==> config.mk <==
export PLATFORM = sky130hd
export DESIGN_NAME = fpga_cfg_seq
export DESIGN_NICKNAME = d
export VERILOG_FILES = /design/src/rtl/fpga_cfg_pkg.sv /design/src/rtl/cfg_shifter.sv /design/src/rtl/fpga_cfg_seq.sv
export SDC_FILE = /design/constraint.sdc
export NUM_CORES = 1
export LEC_CHECK = 0
export BUFFER_PORTS_ARGS = -buffer_cell sky130_fd_sc_hd__buf_2
export CAP_MARGIN = 30
export CORE_MARGIN = 2
export CORE_UTILIZATION = 47
export DETAILED_ROUTE_END_ITERATION = 16
export PLACE_DENSITY = 0.68
export SLEW_MARGIN = 10
export SYNTH_ARGS = -nofsm -noshare
export SYNTH_HDL_FRONTEND = slang
export SYNTH_HIERARCHICAL = 1
export SYNTH_SLANG_ARGS = --single-unit
==> constraint.sdc <==
create_clock -name clkin -period 4.4 [get_ports clkin]
set_input_delay 0.22 -clock clkin [delete_from_list [all_inputs] [get_ports clkin]]
set_output_delay 0.22 -clock clkin [all_outputs]
set_load 0.05 [all_outputs]
==> src/rtl/fpga_cfg_pkg.sv <==
// Shared definitions for the passive-serial FPGA configuration sequencer:
// FSM state encoding and default timing parameters.
package fpga_cfg_pkg;

  typedef enum logic [2:0] {
    S_IDLE    = 3'd0,
    S_PULSE   = 3'd1,
    S_WAIT_ST = 3'd2,
    S_LOAD    = 3'd3,
    S_INIT    = 3'd4,
    S_DONE    = 3'd5,
    S_ERROR   = 3'd6
  } state_e;

  localparam int CFG_LOW_CYC_DEF = 20;
  localparam int ST_TMO_DEF      = 1000;
  localparam int INIT_TMO_DEF    = 4096;

  function automatic int max3(input int a, input int b, input int c);
    int m;
    m = (a > b) ? a : b;
    return (m > c) ? m : c;
  endfunction

endpackage

==> src/rtl/cfg_shifter.sv <==
// Passive-serial byte shifter: LSB first, two clocks per bit (dclk low with
// data valid, then dclk high), busy for the 16 cycles of a byte.
module cfg_shifter (
  input  logic       clk_i,
  input  logic       rst_ni,
  input  logic       clr_i,
  input  logic       load_i,
  input  logic [7:0] data_i,
  output logic       dclk_o,
  output logic       data0_o,
  output logic       busy_o
);

  logic [7:0] sr_q;
  logic [3:0] ph_q, ph_d;
  logic       busy_q, busy_d;
  logic       dclk_q, dclk_d;
  logic       data0_q, data0_d;

  always_comb begin
    busy_d  = busy_q;
    dclk_d  = dclk_q;
    data0_d = data0_q;
    ph_d    = ph_q;
    if (clr_i) begin
      busy_d  = 1'b0;
      dclk_d  = 1'b0;
      data0_d = 1'b0;
      ph_d    = 4'd0;
    end else if (load_i) begin
      busy_d  = 1'b1;
      dclk_d  = 1'b0;
      data0_d = data_i[0];
      ph_d    = 4'd0;
    end else if (busy_q) begin
      ph_d = ph_q + 4'd1;
      if (!ph_q[0]) begin
        dclk_d = 1'b1;
      end else begin
        // Falling dclk: present the next bit, or release after bit 7.
        dclk_d = 1'b0;
        if (ph_q == 4'd15) begin
          busy_d  = 1'b0;
          data0_d = 1'b0;
        end else begin
          data0_d = sr_q[ph_q[3:1] + 3'd1];
        end
      end
    end
  end

  always_ff @(posedge clk_i or negedge rst_ni) begin
    if (!rst_ni) begin
      busy_q  <= 1'b0;
      dclk_q  <= 1'b0;
      data0_q <= 1'b0;
      ph_q    <= 4'd0;
    end else begin
      busy_q  <= busy_d;
      dclk_q  <= dclk_d;
      data0_q <= data0_d;
      ph_q    <= ph_d;
    end
  end

  always_ff @(posedge clk_i) begin
    if (load_i) sr_q <= data_i;
  end

  assign dclk_o  = dclk_q;
  assign data0_o = data0_q;
  assign busy_o  = busy_q;

endmodule

==> src/rtl/fpga_cfg_seq.sv <==
// FPGA passive-serial configuration sequencer: nCONFIG pulse, status
// handshake, byte loading through cfg_shifter, init wait and error handling.
module fpga_cfg_seq
  import fpga_cfg_pkg::*;
#(
  parameter int CFG_LOW_CYC = CFG_LOW_CYC_DEF,
  parameter int ST_TMO      = ST_TMO_DEF,
  parameter int INIT_TMO    = INIT_TMO_DEF
) (
  input  logic       clkin,
  input  logic       coldres_n,
  input  logic       cmd_start,
  input  logic       cmd_abort,
  input  logic       wr_stb,
  input  logic [7:0] wr_data,
  input  logic       status_n,
  input  logic       conf_done,
  input  logic       init_done,
  output logic       config_n,
  output logic       dclk,
  output logic       data0,
  output logic       busy,
  output logic [2:0] state,
  output logic       err,
  output logic       ovr,
  output logic       cfg_ok,
  output logic       cpld_off
);

  localparam int CNT_MAX = max3(CFG_LOW_CYC, ST_TMO, INIT_TMO);
  localparam int CW      = $clog2(CNT_MAX + 1);
  localparam logic [CW-1:0] LOW_LAST  = CW'(CFG_LOW_CYC - 1);
  localparam logic [CW-1:0] ST_LAST   = CW'(ST_TMO - 1);
  localparam logic [CW-1:0] INIT_LAST = CW'(INIT_TMO - 1);
  localparam logic [CW-1:0] CNT_ONE   = CW'(1);

  state_e        state_q, state_d;
  logic [CW-1:0] cnt_q, cnt_d;
  logic          seen_q, seen_d;
  logic          pend_q, pend_d;
  logic          err_q, err_d;
  logic          ovr_q, ovr_d;
  logic          config_n_q, config_n_d;
  logic          cfg_ok_q, cfg_ok_d;
  logic          low_seen;
  logic          sh_busy, sh_load, sh_clr;

  always_comb begin
    state_d  = state_q;
    err_d    = err_q;
    ovr_d    = ovr_q;
    low_seen = seen_q | ~status_n;
    if (cmd_abort) begin
      state_d = S_IDLE;
      err_d   = 1'b0;
      ovr_d   = 1'b0;
    end else begin
      case (state_q)
        S_IDLE:    if (cmd_start) state_d = S_PULSE;
        S_PULSE: begin
          // The FPGA must have acknowledged nCONFIG low at some point.
          if (cnt_q == LOW_LAST) begin
            if (low_seen) state_d = S_WAIT_ST;
            else begin
              state_d = S_ERROR;
              err_d   = 1'b1;
            end
          end
        end
        S_WAIT_ST: begin
          if (status_n) state_d = S_LOAD;
          else if (cnt_q == ST_LAST) begin
            state_d = S_ERROR;
            err_d   = 1'b1;
          end
        end
        S_LOAD: begin
          if (!status_n) begin
            state_d = S_ERROR;
            err_d   = 1'b1;
          end else if ((conf_done | pend_q) && !sh_busy) begin
            state_d = S_INIT;
          end
          if (wr_stb && sh_busy) ovr_d = 1'b1;
        end
        S_INIT: begin
          if (init_done) state_d = S_DONE;
          else if (cnt_q == INIT_LAST) begin
            state_d = S_ERROR;
            err_d   = 1'b1;
          end
        end
        S_DONE:    ;
        S_ERROR: begin
          if (cmd_start) begin
            state_d = S_PULSE;
            err_d   = 1'b0;
            ovr_d   = 1'b0;
          end
        end
        default:   state_d = S_IDLE;
      endcase
    end

    if (state_d != state_q)  cnt_d = '0;
    else if (cnt_q == '1)    cnt_d = cnt_q;
    else                     cnt_d = cnt_q + CNT_ONE;

    // conf_done seen mid-byte is remembered until the byte finishes.
    seen_d     = (state_q == S_PULSE) && (state_d == S_PULSE) && low_seen;
    pend_d     = (state_q == S_LOAD) && (state_d == S_LOAD) && (pend_q | conf_done);
    sh_clr     = (state_d != S_LOAD);
    sh_load    = (state_q == S_LOAD) && (state_d == S_LOAD) && wr_stb && !sh_busy;
    config_n_d = (state_d != S_PULSE);
    cfg_ok_d   = (state_d == S_DONE);
  end

  always_ff @(posedge clkin or negedge coldres_n) begin
    if (!coldres_n) begin
      state_q    <= S_IDLE;
      cnt_q      <= '0;
      seen_q     <= 1'b0;
      pend_q     <= 1'b0;
      err_q      <= 1'b0;
      ovr_q      <= 1'b0;
      config_n_q <= 1'b1;
      cfg_ok_q   <= 1'b0;
    end else begin
      state_q    <= state_d;
      cnt_q      <= cnt_d;
      seen_q     <= seen_d;
      pend_q     <= pend_d;
      err_q      <= err_d;
      ovr_q      <= ovr_d;
      config_n_q <= config_n_d;
      cfg_ok_q   <= cfg_ok_d;
    end
  end

  cfg_shifter u_shifter (
    .clk_i   (clkin),
    .rst_ni  (coldres_n),
    .clr_i   (sh_clr),
    .load_i  (sh_load),
    .data_i  (wr_data),
    .dclk_o  (dclk),
    .data0_o (data0),
    .busy_o  (sh_busy)
  );

  assign config_n = config_n_q;
  assign busy     = sh_busy;
  assign state    = state_q;
  assign err      = err_q;
  assign ovr      = ovr_q;
  assign cfg_ok   = cfg_ok_q;
  assign cpld_off = cfg_ok_q;

endmodule

==> results of run 1 <==
## cell usage after synthesis (all sizes together) (4+ instances only)
library cell / count / area (µm²)
nor2: 25 / 124
and2: 4 / 25.0
clkbuf: 4 / 18.8
edfxtp: 8 / 240
o21ai: 7 / 35.0
nand2b: 7 / 46.3
dfrtp: 27 / 676
nand2: 12 / 45.0
xor2: 8 / 70.1
nand3: 11 / 55.1
a21oi: 9 / 45.0
inv: 6 / 22.5
nor3: 16 / 85.1
nand4: 10 / 62.6
buf: 6 / 45.0
## power by group
part           total (mW)  leakage (nW)  switching, mW  internal [mW]
clock               0.284        0.0541          0.117          0.168
sequential          0.367         0.455         0.0142          0.353
combinational      0.0862         0.461         0.0555         0.0306
## critical path, delay by kind of cell (launching register included)
family	cells	cell delay [ps]
AND/OR/NAND/NOR	4	1070
flip-flops	1	630
AO/OA/AOI/OAI	3	510
buffers and inverters	2	430
## per-layer routing
| metal | part of all wire [%] | GRT usage (%) | vias up | wire length, µm |
|---|---|---|---|---|
| li1 | - | - | 812 | - |
| met1 | 43 | 21.3 | 775 | 1850 |
| met2 | 48 | 29.4 | 62 | 2060 |
| met3 | 5.3 | 3.70 | 16 | 227 |
| met4 | 3.1 | 8.39 | 0 | 134 |
| met5 | 0 | 0 | - | 0 |
## path summary, 6_finish.rpt
check	start	to	cells past startpoint
worst max-delay path	state[0]	u_shifter/data0_o	9
worst min-delay path	wr_data[2]	u_shifter/sr_q[2]	1
worst max register to register	state[0]	u_shifter/data0_o	9
worst min register to register	ovr	ovr	2
max in group asynchronous	coldres_n	cnt_q[9]	2
min in group asynchronous	coldres_n	state[2]	2
## timing repair
item | CTS | global route
endpoints found under the setup margin | 0 | 0
endpoints found under the hold margin | 27 | 0
hold buffers | 1 | 0
## state kept, by name, indices dropped and copies added (netlist names)
name,cells
cfg_ok,1
seen_q,1
state,3
u_shifter/sr_q,8
config_n,1
err,1
u_shifter/busy_o,1
u_shifter/ph_q,4
u_shifter/data0_o,1
ovr,1
cnt_q,13
pend_q,1
## kinds of logic (layout without fill, tap and decap cells)
family	after synthesis	in the layout	synth area share (%)
simple gates	103	103	28.4
fa+ha+maj	3	3	1.79
xor+xnor	11	11	4.59
buf+inv	17	42	4.53
compound gates	35	35	12.3
flops	36	36	44.9
mux	4	4	3.46
## layout make-up
| type | instances | area (µm²) | share of cell area [%] |
|---|---|---|---|
| Sequential cell | 36 | 942 | 40.0 |
| Clock inverter | 3 | 42.5 | 1.81 |
| Timing Repair Buffer | 28 | 148 | 6.27 |
| Inverter | 6 | 22.5 | 0.956 |
| Multi-Input combinational cell | 156 | 1070 | 45.3 |
| Clock buffer | 5 | 68.8 | 2.92 |
| Tap cell | 52 | 65.1 | 2.76 |
==> metrics.yaml, run 1 <==
fmax_mhz: 364
routed_wl_mm: 4.28
grt_pass1_wl_mm: 6.98
hold_path_class: "in -> reg"
relSlewSlack_pct: 38.4
ant_nets: 0
cts_tree: "built"
power_density_mw_per_mm2: 313
synth_cells: 209
async_reset_ff_share_pct: 77.8
cts_resized: 0
cap_violations: 0
gr-total-overflow: 0
pin_count: 27
slowest_delay_ps: 630
total_power_uw: 738
vias: 1665
die_width_um: 70.8
tightest_slew_ps: 924
synthesis.nets: 228
synth-warning-count: 6
ys_types: 55
place_area_mm2: 0.00223
drc: 0
cp_max_fo: 17
crit_path_end_kind: "flip-flop"
die_h_um: 70.8
syn_area_per_cell_um2: 10.0
synth-edff-count: 8
drive_gt1_share_pct: 23.5
layoutNonFillerInstCount: 286
ys_seq_area_share_pct: 44.9
stdcell_area_mm2: 0.00235
hold-worst-slack_ps: 106
fin_crit_sh_pct: 62.4
critPathKind: "reg -> reg"
synthFlopType: "dfrtp_1"
track_usage_pct: 17.4
finalSetupTns_ps: 0
finish.utilization_pct: 54.5
n_antenna_cell: 0
syn2layout_area_growth_pct: 12.3
place_ws_ps: 1790
worst_slack_ps: 1650
layout.cells.most_common_list: "dfrtp_1, buf_2, nor3_1, nor2_1, nand2_1"
finalHoldViolCount: 0
skew_ps: 7.98
crit_chain: "inv_1 -> nor3_1 -> and2_1 -> o31a_1 -> nand2_1 -> nor4_2 -> buf_4 -> a21oi_1 -> a311oi_1"
numCtsBuffers: 5
placeableCoreArea_mm2: 0.00432
clock_latency_ps: 290
cts.sinks: 36
dp_cells: 277
final_common_cell: "dfrtp_1"
grt_max_degree: 29
wl_per_cell_um: 14.9
htree_levels: 2
p_leak_nw: 0.970
setup_viol: 0
clk_pin_slew_ps: 80
drtPass1Iterations: 5
cp_data_arrival_time_ps: 2930
nFillCells: 388
root_buffer: "clkbuf_8"
rsz0062_at_grt: "no"
port_buffers: 26
status: "complete, no violations"
clock_path_buffers: 2
drt_iter0_markers: 129
peakVddDrop_mv: 0.190
r2r_setup_slack_ps: 1650
avgViaCountPerCell: 5.82
rows: 24
start_util_pct: 48.5
nets: 252
die-area_mm2: 0.00501
crit_path_start_kind: "flip-flop"
grt_pass1_vias: 1569
maxSlewViolCount: 0
cp.required_ps: 4580
antenna_found_initial: 0
fin_crit_ps: 2750
hpwl_mm: 2.97
synth_seq_cells: 36
cts_setup_buffers: 0
netlist_area_mm2: 0.00210
place_congestion: 0.873
crit_slowest_cell: "dfrtp_1"
No activity file was read; power rests on OpenSTA's default activity.
==> run 2: changes to the inputs <==
PLACE_DENSITY = 0.71   (was 0.68)
clock period = 2.3 ns   (was 4.4 ns; I/O delays follow)
==> run 2 against run 1 <==
Effect of this change:
- combinational power rose to 2.7 times the previous value
- utilization rose by 9.8 points
- wire length grew 15%
- design area is 18% higher
- flip-flop and latch count did not move
- critical path type unchanged
==> metrics.yaml, run 2 (synthesis results as in run 1) <==
cap_violations: 0  # unchanged
htree_levels: 2  # unchanged
track_usage_pct: 19.7  # was 17.4%
seqPwrFrac_pct: 47.9  # was 49.8%
power_frac_comb_pct: 15.8  # was 11.7%
multi_input_area_mm2: 0.00120  # was 0.00107 mm²
skew_ps: 3.88  # was 7.98 ps
rr_worst_depth: 7  # was 9
drive_gt1_share_pct: 37.5  # was 23.5%
critPathKind: "reg -> reg"  # unchanged
cts.sinks: 36  # unchanged
n_antenna_cell: 0  # unchanged
fin_crit_ps: 2280  # was 2750 ps
routed_wl_mm: 4.93  # was 4.28 mm
cp_max_fo: 7  # was 17
holdPathEnd: "u_shifter/sr_q[4]"  # was u_shifter/sr_q[2]
relSlewSlack_pct: 57.9  # was 38.4%
avgViaCountPerCell: 5.81  # was 5.82
gr-total-overflow: 0  # unchanged
clk_pin_slew_ps: 70  # was 80 ps
hold_path_class: "in -> reg"  # unchanged
total_power_mw: 1.47  # was 738 µW
netSwitchingFraction_pct: 25.1  # was 25.3%
rsz0062_at_grt: "yes"  # was no
status: "complete, no violations"  # unchanged
top_register: "cnt_q"  # unchanged
layoutNonFillerInstCount: 316  # was 286
drtPass1Iterations: 4  # was 5
crit_chain: "nor4b_2 -> nand4_1 -> and2_4 -> o31a_1 -> buf_4 -> nand4_1 -> nor3_1"  # was inv_1 -> nor3_1 -> and2_1 -> o31a_1 -> nand2_1 -> nor4_2 -> buf_4 -> a21oi_1 -> a311oi_1
hpwl_mm: 3.32  # was 2.97 mm
final_common_cell: "buf_2"  # was dfrtp_1
r2r_end: "u_shifter/ph_q[3]"  # was u_shifter/data0_o
tightest_slew_ps: 631  # was 924 ps
cp.required_ps: 2450  # was 4580 ps
grt_pass1_wl_mm: 7.79  # was 6.98 mm
power.internal_mw: 1.10  # was 551 µW
antenna_found_initial: 0  # unchanged
dp_cells: 287  # was 277
cts_tree: "built"  # unchanged
die_width_um: 70.8  # unchanged
start_util_pct: 48.5  # unchanged
setup_viol: 0  # unchanged
cp_data_arrival_time_ps: 2430  # was 2930 ps
drc: 0  # unchanged
numCtsBuffers: 5  # unchanged
crit_family: "simple AND/OR/NAND/NOR gates"  # unchanged
placeableCoreArea_mm2: 0.00432  # unchanged
p_switching_uw: 369  # was 187 µW
fin_crit_sh_pct: 99.0  # was 62.4%
maxSlewViolCount: 0  # unchanged
die_h_um: 70.8  # unchanged
cpMostUsedCell: "nand4_1"
hold_depth: 1  # unchanged
grt_pass1_vias: 1622  # was 1569
power_density_mw_per_mm2: 529  # was 313 mW/mm²
pin_count: 27  # unchanged
crit_path_end_kind: "flip-flop"  # unchanged
clkPwrFrac_pct: 36.2  # was 38.5%
drt_iter0_markers: 153  # was 129
slowest_delay_ps: 450  # was 630 ps
crit_slowest_cell: "dfrtp_1"  # unchanged
finalHoldViolCount: 0  # unchanged
largest_register_ff_count: 13  # unchanged
grt_max_degree: 29  # unchanged
place_congestion: 0.862  # was 0.873
rows: 24  # unchanged
vias: 1835  # was 1665
clock_latency_ps: 280  # was 290 ps
cp.buffers_inverters: 1  # was 2
fmax_mhz: 439  # was 364 MHz
root_buffer: "clkbuf_8"  # unchanged
seq_area_um2: 947  # was 942 µm²
layout.cells.most_common_list: "buf_2, dfrtp_1, buf_4"  # was dfrtp_1, buf_2, nor3_1, nor2_1, nand2_1
ant_nets: 0  # unchanged
nets: 282  # was 252
crit_path_start_kind: "flip-flop"  # unchanged
wl_per_cell_um: 15.6  # was 14.9 µm
hold_start: "wr_data[4]"  # was wr_data[2]
peakVddDrop_mv: 0.460  # was 0.190 mV
port_buffers: 26  # unchanged
nFillCells: 338  # was 388
clock_path_buffers: 2  # unchanged
p_leak_nw: 1.17  # was 0.970 nW
top_regs: "cnt_q x13, u_shifter/sr_q x8, u_shifter/ph_q x4"  # unchanged
r2r_setup_slack_ps: 20  # was 1650 ps
die-area_mm2: 0.00501  # unchanged
syn2layout_area_growth_pct: 32.5  # was 12.3%
r2r-start: "cnt_q[2]"  # was state[0]
[run 2: changes by cell type in the layout (fill, tap and decap cells not counted), sizes merged]
cell	delta
clkbuf	+1
buf	+25
dlygate4sd3	+5
clkinvlp	-1
[run 2: how the worst max path moves through the flow]
stage                  start                end  slack [ps]  cells after the start
floorplan           state[1]  u_shifter/data0_o         -30                      9
global placement    cnt_q[0]  u_shifter/sr_q[4]         100                      8
detailed placement  state[0]  u_shifter/sr_q[4]          70                      8
CTS                 state[0]  u_shifter/sr_q[4]          50                      8
global route        state[0]  u_shifter/sr_q[6]         -90                      8
finish              cnt_q[2]  u_shifter/ph_q[3]          20                      7
[run 2: power groups by stage]
stage / Sequential [mW] / Combinational (mW) / Clock (mW)
2_1_floorplan: 0.723 / 0.115 / 0
3_3_place_gp: 0.712 / 0.191 / 0
3_5_place_dp: 0.714 / 0.191 / 0
4_1_cts: 0.701 / 0.199 / 0.551
5_1_grt: 0.706 / 0.258 / 0.574
6_report: 0.704 / 0.233 / 0.532
[run 2: area by class of cell]
cell class | count | area share (%)
well taps | 52 | 2.34
inverters | 6 | 0.811
multi-input cells | 156 | 43.4
clock buffers | 6 | 2.61
flip-flops and latches | 36 | 34.1
clock inverters | 2 | 1.26
repair buffers | 58 | 15.5
[run 2: stage by stage]
step | cell area, µm² | worst slack, ps | hold slack [ps] | setup TNS, ps | utilization [%]
after global placement | 2410 | 96.7 | 176 | 0 | 55.7
final | 2780 | 22.1 | 12.6 | 0 | 64.2
after floorplan | 2190 | -31.2 | -181 | -31.2 | -
after detailed placement | 2410 | 65.3 | 177 | 0 | 55.7
after CTS | 2570 | 46.5 | 1.52 | 0 | 59.3
after global routing | 2780 | -94.5 | 4.88 | -1120 | 64.2
[run 2: timing repair]
action / in CTS / in global routing
resized for setup: 0 / 18
endpoints found under the hold margin: 31 / 1
buffers inserted: 0 / 15
endpoints found under the setup margin: 0 / 13
hold buffers: 5 / 1
[run 2: layer usage]
layer  up-vias  share of wire [%]  track usage, %
met5         -                  0               0
met4         0                1.0            6.08
met3         6                6.5            3.99
met2        78                 50            30.8
met1       875                 43            27.9
li1        876                  -               -
==> run 3: changes to the inputs <==
CORE_UTILIZATION = 52   (was 47)
MAX_ROUTING_LAYER = met4   (was default)
PLACE_DENSITY = 0.77   (was 0.71)
==> run 3 against run 2 <==
Effect of this change:
- non-clock buffer count up 1
- combinational power up 5%
- critical path depth up 1
- via count unchanged
==> metrics.yaml, run 3 (synthesis results as in run 1) <==
cp_data_arrival_time_ps: 2260  # was 2430 ps
p_leak_nw: 1.17  # about the same
crit_path_end_kind: "flip-flop"  # unchanged
die_h_um: 67.5  # was 70.8 µm
start_util_pct: 53.2  # was 48.5%
nets: 283  # was 282
antenna_found_initial: 0  # unchanged
peakVddDrop_mv: 0.368  # was 0.460 mV
cap_violations: 0  # unchanged
holdPathEnd: "u_shifter/sr_q[0]"  # was u_shifter/sr_q[4]
place_area_mm2: 0.00243  # was 0.00241 mm²
place_congestion: 0.940  # was 0.862
drc: 0  # unchanged
cts.sinks: 36  # unchanged
crit_path_start_kind: "flip-flop"  # unchanged
cp.required_ps: 2310  # was 2450 ps
wl_met2_mm: 2.58  # was 2.44 mm
top_register: "cnt_q"  # unchanged
clock_latency_ps: 290  # was 280 ps
drt-met1-wl_mm: 2.11  # was 2.12 mm
hold_depth: 1  # unchanged
numCtsBuffers: 5  # unchanged
cp_max_fo: 8  # was 7
critPathKind: "reg -> reg"  # unchanged
rows: 23  # was 24
top_layer_used: "met4"  # unchanged
die-area_mm2: 0.00456  # was 0.00501 mm²
syn2layout_area_growth_pct: 32.9  # was 32.5%
layout.cells.most_common_list: "buf_2, dfrtp_1, buf_4"  # unchanged
wl_per_cell_um: 16.2  # was 15.6 µm
root_buffer: "clkbuf_8"  # unchanged
rsz0062_at_grt: "yes"  # unchanged
layoutNonFillerInstCount: 315  # was 316
hold_path_class: "in -> reg"  # unchanged
port_buffers: 26  # unchanged
tightest_slew_ps: 613  # was 631 ps
avgViaCountPerCell: 5.83  # was 5.81
vias: 1835  # unchanged
cts_tree: "built"  # unchanged
n_antenna_cell: 0  # unchanged
setup_viol: 0  # unchanged
htree_levels: 2  # unchanged
stdcell_area_mm2: 0.00279  # was 0.00278 mm²
fin_crit_ps: 2250  # was 2280 ps
grt_pass1_wl_mm: 7.61  # was 7.79 mm
power_density_mw_per_mm2: 497  # was 529 mW/mm²
r2r_setup_slack_ps: 50  # was 20 ps
grt_pass1_vias: 1734  # was 1622
status: "complete, no violations"  # unchanged
finalHoldViolCount: 0  # unchanged
hold_start: "wr_data[0]"  # was wr_data[4]
ant_nets: 0  # unchanged
hpwl_mm: 3.31  # was 3.32 mm
relSlewSlack_pct: 59.2  # was 57.9%
placeableCoreArea_mm2: 0.00394  # was 0.00432 mm²
maxSlewViolCount: 0  # unchanged
drtPass1Iterations: 4  # unchanged
largest_register_ff_count: 13  # unchanged
skew_ps: 5.20  # was 3.88 ps
clk_pin_slew_ps: 70  # about the same
drive_gt1_share_pct: 35.8  # was 37.5%
clock_path_buffers: 2  # unchanged
drt_iter0_markers: 101  # was 153
die_width_um: 67.5  # was 70.8 µm
r2r-start: "state[2]"  # was cnt_q[2]
rr_worst_depth: 8  # was 7
dp_cells: 288  # was 287
fin_crit_sh_pct: 97.9  # was 99.0%
r2r_end: "u_shifter/sr_q[1]"  # was u_shifter/ph_q[3]
top_regs: "cnt_q x13, u_shifter/sr_q x8, u_shifter/ph_q x4"  # unchanged
grt_max_degree: 29  # unchanged
fmax_mhz: 444  # was 439 MHz
routed_wl_mm: 5.09  # was 4.93 mm
final_common_cell: "buf_2"  # unchanged
gr-total-overflow: 0  # unchanged
dr_wl_met3_um: 310  # was 319 µm
pin_count: 27  # unchanged
track_usage_pct: 23.7  # was 19.7%
-- run 3: worst max-delay path, stage by stage (launching register included) --
cell and delay [ps]:
dfrtp_2 480, buf_12 160, and3b_1 220, a31oi_2 60
o21ai_1 160, o31a_1 250, nand2_2 110, nor4_4 300
buf_4 220
-- run 3: timing repair --
| action | in CTS | in global routing |
|---|---|---|
| gates resized for setup | 0 | 14 |
| endpoints found under the setup margin | 0 | 25 |
| hold buffers | 7 | 1 |
| buffers inserted | 0 | 8 |
| endpoints found under the hold margin | 33 | 1 |
-- run 3: layout make-up --
cell class	count	area (µm²)
clock buffer	6	72.6
clock inverter	2	11.3
fill	288	1160
inverter	6	22.5
multi-input combinational	156	1200
sequential	36	947
tap	50	62.6
timing repair buffer	59	465
-- run 3: worst max-delay path by stage --
stage	startpoint	endpoint	slack (ps)	cells after the start
detailed placement	state[2]	u_shifter/sr_q[5]	60	7
global placement	state[1]	u_shifter/sr_q[0]	70	8
global route	state[2]	u_shifter/sr_q[1]	-40	8
CTS	state[2]	u_shifter/sr_q[5]	40	7
finish	state[2]	u_shifter/sr_q[1]	50	8
floorplan	state[1]	u_shifter/data0_o	-30	9
-- run 3: per-layer routing --
metal | vias to the layer above | track usage [%]
li1 | 875 | -
met1 | 881 | 27.0
met2 | 68 | 37.7
met3 | 11 | 7.83
met4 | 0 | 10.7
met5 | - | -
-- run 3: per-stage QoR --
stage / util, % / power [mW] / worst slack (ps) / hold slack (ps) / TNS (ps)
final: 70.7 / 1.38 / 48.8 / 29.4 / 0
after global routing: 70.7 / 1.45 / -41.4 / 19.0 / -161
after CTS: 65.5 / 1.35 / 42.2 / 1.16 / 0
after detailed placement: 61.6 / 0.906 / 64.8 / 169 / 0
after global placement: 61.6 / 0.899 / 69.8 / 160 / 0
after floorplan: - / 0.837 / -31.2 / -181 / -31.2
-- run 3: power breakdown --
group	switching (mW)	internal, mW
Clock	0.227	0.210
Sequential	0.0283	0.676
Combinational	0.132	0.112
Total	0.387	0.997
